===== config.mk =====
export PLATFORM = sky130hd
export DESIGN_NAME = serial_subtractor
export DESIGN_NICKNAME = d
export VERILOG_FILES = /design/src/rtl/serial_arith_pkg.sv /design/src/rtl/serial_fs_cell.sv /design/src/rtl/serial_subtractor.sv
export SDC_FILE = /design/constraint.sdc
export NUM_CORES = 1
export LEC_CHECK = 0
export CAP_MARGIN = 20
export CORE_MARGIN = 2
export CORE_UTILIZATION = 40
export CTS_CLUSTER_DIAMETER = 40
export DETAILED_ROUTE_END_ITERATION = 6
export HOLD_SLACK_MARGIN = 0.02
export PLACE_DENSITY = 0.75
export SLEW_MARGIN = 20
export SYNTH_ARGS = -nofsm -noshare
export SYNTH_HDL_FRONTEND = slang
export SYNTH_HIERARCHICAL = 1
export SYNTH_SLANG_ARGS = --single-unit

===== constraint.sdc =====
create_clock -name clk -period 7.6 [get_ports clk]
set_input_delay 1.9 -clock clk [delete_from_list [all_inputs] [get_ports clk]]
set_output_delay 1.9 -clock clk [all_outputs]
set_load 0.05 [all_outputs]

===== src/rtl/serial_arith_pkg.sv =====
// Shared definitions for the bit-serial arithmetic blocks (adder and subtractor):
// FSM state encoding and the default operand width.
package serial_arith_pkg;

  localparam int SERIAL_DEFAULT_WIDTH = 16;

  typedef enum logic {
    IDLE = 1'b0,
    RUN  = 1'b1
  } serial_state_e;

endpackage


===== src/rtl/serial_fs_cell.sv =====
// One-bit full subtractor: d = a - b - bin, with borrow-out.
module serial_fs_cell (
  input  logic a,
  input  logic b,
  input  logic bin,
  output logic d,
  output logic bout
);

  assign d    = a ^ b ^ bin;
  assign bout = (~a & b) | (~(a ^ b) & bin);

endmodule


===== src/rtl/serial_subtractor.sv =====
// Bit-serial subtractor: diff = A - B, one bit per clock, LSB first.
// Define SERIAL_SUB_OVF_EN to add the signed-overflow output ovf.
module serial_subtractor
  import serial_arith_pkg::*;
#(
  parameter int WIDTH = SERIAL_DEFAULT_WIDTH
) (
  input  logic                 clk,
  input  logic                 reset,
  input  logic                 start,
  input  logic [WIDTH-1:0]     A,
  input  logic [WIDTH-1:0]     B,
  output logic [WIDTH-1:0]     diff,
  output logic                 borrow,
  output logic                 busy,
  output logic                 done,
`ifdef SERIAL_SUB_OVF_EN
  output logic                 ovf,
`endif
  output serial_state_e        dbg_state
);

  localparam int CW = $clog2(WIDTH);
  localparam logic [CW-1:0] LAST = CW'(WIDTH - 1);

  // Handshake: start is a request seen only in IDLE; the edge that sees it is
  // the accepting edge, A/B are captured there, and done pulses WIDTH edges later.
  serial_state_e state, next_state;
  logic [WIDTH-1:0] a_q, b_q;
  logic [CW-1:0]    cnt;
  logic             bin_q;
  logic             accept, last_bit;
  logic             cell_d, cell_bout;

  serial_fs_cell u_cell (
    .a    (a_q[cnt]),
    .b    (b_q[cnt]),
    .bin  (bin_q),
    .d    (cell_d),
    .bout (cell_bout)
  );

  always_ff @(posedge clk or posedge reset) begin
    if (reset) state <= IDLE;
    else       state <= next_state;
  end

  always_comb begin
    next_state = state;
    accept     = 1'b0;
    last_bit   = 1'b0;
    case (state)
      IDLE: begin
        if (start) begin
          accept     = 1'b1;
          next_state = RUN;
        end
      end
      RUN: begin
        last_bit = (cnt == LAST);
        if (last_bit) next_state = IDLE;
      end
      default: next_state = IDLE;
    endcase
  end

  assign busy      = (state == RUN);
  assign dbg_state = state;

  always_ff @(posedge clk or posedge reset) begin
    if (reset) begin
      a_q    <= '0;
      b_q    <= '0;
      cnt    <= '0;
      bin_q  <= 1'b0;
      diff   <= '0;
      borrow <= 1'b0;
      done   <= 1'b0;
`ifdef SERIAL_SUB_OVF_EN
      ovf    <= 1'b0;
`endif
    end else begin
      done <= 1'b0;
      if (accept) begin
        a_q    <= A;
        b_q    <= B;
        cnt    <= '0;
        bin_q  <= 1'b0;
        diff   <= '0;
        borrow <= 1'b0;
`ifdef SERIAL_SUB_OVF_EN
        ovf    <= 1'b0;
`endif
      end else if (state == RUN) begin
        diff[cnt] <= cell_d;
        bin_q     <= cell_bout;
        cnt       <= cnt + CW'(1);
        if (last_bit) begin
          borrow <= cell_bout;
          done   <= 1'b1;
`ifdef SERIAL_SUB_OVF_EN
          // The MSB of the result is the bit being produced this cycle.
          ovf    <= (a_q[WIDTH-1] != b_q[WIDTH-1]) && (cell_d != a_q[WIDTH-1]);
`endif
        end
      end
    end
  end

endmodule

==> results.md, run 1 <==
- Fraction of registers with async set or reset after synthesis: 1.000
- First-pass GRT wire length: between 8 and 9 mm
- Root Driver: clkbuf_8
- Cell area power density: between 400 and 500 nW/um2
- Max cap viols: 0
- Gate power share: 0.512
- Setup crit start kind: input pin
- Ys Warns: 6
- Most common cell after layout, fill and taps aside: dfrtp_1
- Wirelength, routed: between 5 and 6 mm
- Critical-path maximum fanout: 36
- DRC Markers: 0
- Crit-path leading delay family: simple AND/OR/NAND/NOR gates
- DR vias: roughly 1,800
- Final-report setup violation count: 0
- Die area: between 7000 and 8000 um2
- CP Cell Sequence: clkdlybuf4s50_1 > nor2b_4 > mux2_2
- Place WS: 3816 ps
- Clock latency on the worst-skew pair: 310 ps
- # fillers: just over 600
- Routed met3 length: between 200 and 250 um
- CP bufs+invs: 1
- Commonest cells after routing, fill and taps aside: 56 x dfrtp_1, 54 x clkdlybuf4s50_1, 22 x mux2_1
- # port buffers: 54
- CTS tree: yes
- Clock slew at reported path FFs: roughly 100 ps
- Seq cells post-synth: 56
- Post-synth top area share: 0.5138
- Largest net degree at the start of global routing: 57
- # nets final: about 300
- N_diodes: 0
- Placement Rows: 30
- Dominant cell type by area after synthesis: dfrtp_1
- Antenna-violating nets left: 0
- Die X: approximately 87 um
- Met2 WL post-DR: roughly 2.4 mm
- Post-cts sizing count: 0
- Die Span Y: just under 90 um
- CTS Hold Bufs: 0
- GPL Wtd Cong: approximately 0.72
- Peak VDD IR: between 200 and 250 uV
- WL per Instance: between 10 and 15 um
- RSZ-0062 raised after global routing: false
- Sw Ratio: 0.4181
- Num CTS Buffers: 5
- Wl on met1: approximately 2.4 mm
- Internal cell power: roughly 870 uW
- Synth Area per Inst: roughly 13 um2
- Number of synthesized flops with an enable pin: 0
- Synth cell types: 36
- Clk_skew: between 10 and 15 ps
- Critical-path top delay cell: nor2b_4
- Number of global-route vias before repair: between 1,500 and 2,000
- CTS H-tree lvls: 2
- Total gr overflow: 0
- Critical path required time: around 7800 ps
- Cells after synthesis: ~210
- Kind of critical path: input pin to flop
- Syn-to-layout area delta: 24.22%
- IO Pins: 55
- Post-synthesis sequential area ratio: 0.5138
- Switch Pwr: slightly above 600 uW
- Initial core utilization: 0.4082
- Post-DP HPWL: ~3.5 mm
- Share of cells above drive strength 1: 0.1192
- Initial drt markers: ~140
- Post-route setup slack: roughly 4200 ps
- Fmax: just under 300 MHz
- Hold violation total from the final report: 0
- Setup TNS: 0 ps
- Crit end category: flop
- Initial antenna violation count: 0
- Average via count per standard cell: roughly 5.3
- Clock sink count: 56
- Seq pwr share: 0.374
- Hold Path Class: flop to flop
- CORE AREA: between 6000 and 7000 um2
- Mapped cell area: around 2700 um2
- All-Layer GR Usage: 0.1483
- Status: completed
- Top_reg_cell synth: dfrtp_1
- Hold_ws: roughly 500 ps
- Max layer used: met4
- Final period util: 0.4514
- Static leakage: 1.442 nW
- Crit path arrival time: 3630 ps
- Syn Nets: 254
- Slew Viols, Final: 0
- Setup bufs post-CTS: 0
- Relative slew slack: 0.3888
- Clock share of power: 0.114
- Worst Tran Pin Value: between 900 and 1000 ps
- CTS max path bufs: 2
- DR pass1 iterations: 4
- Max incr delay on CP: 780 ps
- Worst reg2reg setup slack: about 4500 ps
- Final min period: about 3400 ps
- Synth area leaders: dfrtp_1 51%, mux2_1 9.1%, mux2_2 5.8%
## routing by layer
| metal | up-vias | GRT usage |
|---|---|---|
| met4 | 0 | 0.05682 |
| met1 | 896 | 0.1991 |
| li1 | 858 | - |
| met3 | 9 | 0.03048 |
| met5 | - | 0 |
| met2 | 44 | 0.2378 |
## flip-flops by register name (all words and copies together) (netlist names)
name and flops:
a_q 16, b_q 16, bin_q 1, borrow 1, busy 1, cnt 4, diff 16, done 1
## metrics by stage
| step | area [um2] | instances | power, mW | util |
|---|---|---|---|---|
| final | 3388 | 340 | 1.488 | 0.5071 |
| after global routing | 3388 | 340 | 1.600 | 0.5071 |
| after CTS | 3388 | 340 | 1.500 | 0.5071 |
| after detailed placement | 3291 | 332 | 1.331 | 0.4925 |
| after global placement | 3291 | 332 | 1.307 | 0.4925 |
| after floorplan | 2728 | 214 | 1.126 | - |
## cell type report
type,count,area [um2],area share
flip-flops and latches,56,1401,0.4136
multi-input cells,127,1185,0.3497
repair buffers,56,555.5,0.1640
well taps,80,100.1,0.02954
clock buffers,6,82.58,0.02437
inverters,13,48.80,0.01440
clock inverters,2,15.01,0.004431
## power by group through the flow
stage,registers (mW),logic (mW),clock network [mW]
after floorplan,0.620,0.506,0
after global placement,0.558,0.749,0
after detailed placement,0.565,0.766,0
after CTS,0.558,0.768,0.174
after global routing,0.582,0.831,0.187
final,0.556,0.762,0.170
## worst paths after layout
kind                       startpoint       to  cells past startpoint
hold reg to reg                a_q[0]   a_q[0]                      1
min in group asynchronous       reset   b_q[0]                      3
hold / removal                 a_q[0]   a_q[0]                      1
setup reg to reg               cnt[0]  diff[5]                      6
max in group asynchronous       reset  diff[5]                      3
setup / recovery                start   b_q[6]                      3
## Yosys cell counts, types with 3 or more instances
cell	count
a21o_1	4
a21oi_1	6
a22o_1	9
buf_2	8
buf_4	4
clkbuf_1	3
dfrtp_1	56
ha_1	4
inv_1	13
mux2_1	22
mux2_2	14
mux4_1	5
mux4_2	3
nand2_1	6
nand2b_1	3
nand3_1	11
nand3b_1	8
nor2_1	3
nor2b_1	4
nor3b_1	3
o21ai_0	3
o22ai_1	6
## logic make-up (layout without fill, tap and decap cells)
group | count (synthesis) | count (layout) | share of synthesized area
buffers and inverters | 31 | 77 | 0.05459
flip-flops | 56 | 56 | 0.5138
adder cells (fa/ha/maj) | 5 | 5 | 0.02569
multiplexers | 46 | 46 | 0.2289
AO/OA/AOI/OAI | 32 | 32 | 0.08211
AND/OR/NAND/NOR | 43 | 43 | 0.09174
XOR/XNOR | 1 | 1 | 0.003212
## worst register-to-register path: stages (launching register included)
cell and delay, ps:
dfrtp_1 780, mux4_1 660, a22oi_1 210, nand3_1 130, fa_1 770, and3_1 320, a22o_1 180
No activity file was read; power rests on OpenSTA's default activity.
==> inputs of run 2 (changes only) <==
- clock period: 7.6 -> 3.6 ns (I/O delays scaled with it)
==> run 2 against run 1 <==
Compared with the run above:
- clock power up 91%
- register-to-register slack lost 3900 ps
- non-clock buffer count increased by 2
- die area stayed put
- total power increased by 110%
- first-iteration DRC count shrank 25%
- critical endpoint is now diff[5]
==> results.md, run 2 (synthesized netlist as in run 1, its figures left out) <==
- Largest net degree at the start of global routing: 37 (-35%)
- First-pass GRT wire length: 8.832 mm (+1.4%)
- Clock latency on the worst-skew pair: 310 ps (about the same)
- Reg area: 1401 um2 (unchanged)
- CTS H-tree lvls: 2 (unchanged)
- CTS tree: yes
- Antenna-violating nets left: 0 (unchanged)
- Setup crit start kind: flop
- CTS Hold Bufs: 0 (unchanged)
- Routed met3 length: 255 um (+15%)
- # port buffers: 54 (unchanged)
- Initial core utilization: 0.4082 (unchanged)
- Status: completed
- Initial antenna violation count: 0 (unchanged)
- Critical path required time: 3790 ps (-4010 ps)
- CP bufs+invs: 0 (-1)
- Hold Path Class: flop to flop
- Die X: 86.58 um (unchanged)
- DRC Markers: 0 (unchanged)
- Post-route setup slack: 645.8 ps (-3524 ps)
- Most common cell after layout, fill and taps aside: dfrtp_1
- Cell area power density: 915.9 nW/um2 (+110%)
- N_diodes: 0 (unchanged)
- Power Total: 3.102 mW (+110%)
- Met2 WL post-DR: 2.537 mm (+4.6%)
- RSZ-0062 raised after global routing: false
- Place WS: 638.8 ps (-3178 ps)
- Share of cells above drive strength 1: 0.1226 (+0.003375)
- Wl on met1: 2.372 mm (+0.17%)
- Clk_skew: 9.188 ps (-1.925 ps)
- Die Span Y: 86.58 um (unchanged)
- Slew Viols, Final: 0 (unchanged)
- Worst Tran Pin Value: 761.7 ps (-153.2 ps)
- Hold violation total from the final report: 0 (unchanged)
- Initial drt markers: 102 (-25%)
- IO Pins: 55 (unchanged)
- Multi-input gate area: 1185 um2 (unchanged)
- Final-report setup violation count: 0 (unchanged)
- Num CTS Buffers: 5 (unchanged)
- Root Driver: clkbuf_8
- Critical-path maximum fanout: 13 (-64%)
- Post-DP HPWL: 3.693 mm (+6.2%)
- Kind of critical path: flop to flop
- GPL Wtd Cong: 0.7504 (+4.7%)
- Syn-to-layout area delta: 24.17% (about the same)
- Final min period: between 2000 and 3000 ps
- Peak VDD IR: 391.1 uV (+84%)
- Final Util: 0.5069 (about the same)
- Largest regs: a_q: 16 flops, b_q: 16 flops, diff: 16 flops
- Setup TNS: 0 ps (unchanged)
- WL per Instance: 15.32 um (+2.2%)
- Relative slew slack: 0.4922 (+0.1034)
- Max cap viols: 0 (unchanged)
- Die area: 7495 um2 (unchanged)
- Total gr overflow: 0 (unchanged)
- # nets final: 301 (+0.67%)
- Setup bufs post-CTS: 0 (unchanged)
- Max layer used: met4
- Hold_ws: 488.6 ps (+0.9480 ps)
- CORE AREA: 6681 um2 (unchanged)
- All-Layer GR Usage: 0.1491 (+0.0007990)
- Clock slew at reported path FFs: 90 ps (about the same)
- Average via count per standard cell: 5.267 (-0.90%)
- Crit-path leading delay family: flip-flops
- Clock sink count: 56 (unchanged)
- CP Cell Sequence: mux4_1 > a22oi_1 > nand3_1 > fa_1 > and3_1 > a22o_1
- Placement Rows: 30 (unchanged)
- Post-cts sizing count: 0 (unchanged)
- Max incr delay on CP: 720 ps (-60 ps)
- Fmax: 338.5 MHz
- # fillers: 601 (-2.6%)
- Number of global-route vias before repair: 1,873 (+2.9%)
- DR pass1 iterations: 4 (unchanged)
- Final period util: 0.8206
- Critical-path top delay cell: dfrtp_1
- Crit end category: flop
- DR vias: 1,796 (-0.61%)
- CTS max path bufs: 2 (unchanged)
- Wirelength, routed: 5.225 mm (+2.5%)
- Crit path arrival time: 3150 ps (-480 ps)
- Commonest cells after routing, fill and taps aside: 56 x dfrtp_1, 54 x clkdlybuf4s50_1, 22 x mux2_1
- Static leakage: 1.448 nW (+0.47%)
==> run 2: changes by cell type in the layout (fill, tap and decap cells not counted), sizes merged <==
cell      change
clkinvlp      -1
clkbuf        -1
clkinv        +1
buf           +2
==> run 2: area by class of cell <==
cell class / instances / share of cell area
flip-flops and latches: 56 / 0.4137
multi-input cells: 127 / 0.3498
repair buffers: 58 / 0.1685
well taps: 80 / 0.02955
clock buffers: 5 / 0.02032
inverters: 13 / 0.01441
clock inverters: 2 / 0.003694
==> run 2: stage by stage <==
| stage | cells | instance area (um2) |
|---|---|---|
| 2_1_floorplan | 214 | 2728 |
| 3_3_place_gp | 334 | 3306 |
| 3_5_place_dp | 334 | 3306 |
| 4_1_cts | 341 | 3387 |
| 5_1_grt | 341 | 3387 |
| 6_report | 341 | 3387 |
==> run 2: path summary, 6_finish.rpt <==
path	startpoint	endpoint	slack (ps)	depth (start not counted)
max in group asynchronous	reset	b_q[15]	1910	3
hold / removal	b_q[9]	b_q[9]	490	1
setup / recovery	cnt[0]	diff[5]	650	6
min in group asynchronous	reset	b_q[2]	1040	2
hold reg to reg	b_q[9]	b_q[9]	490	1
setup reg to reg	cnt[0]	diff[5]	650	6
==> run 2: power breakdown <==
group	leakage [nW]	switching, mW	internal, mW
Clock	0.0400	0.191	0.132
Combinational	0.714	0.836	0.759
Sequential	0.694	0.267	0.917
Total	1.45	1.29	1.81
==> run 2: metal layers <==
metal,track usage,vias up
li1,-,859
met2,0.2399,45
met3,0.04095,5
met5,0,-
met4,0.04688,0
met1,0.1976,887
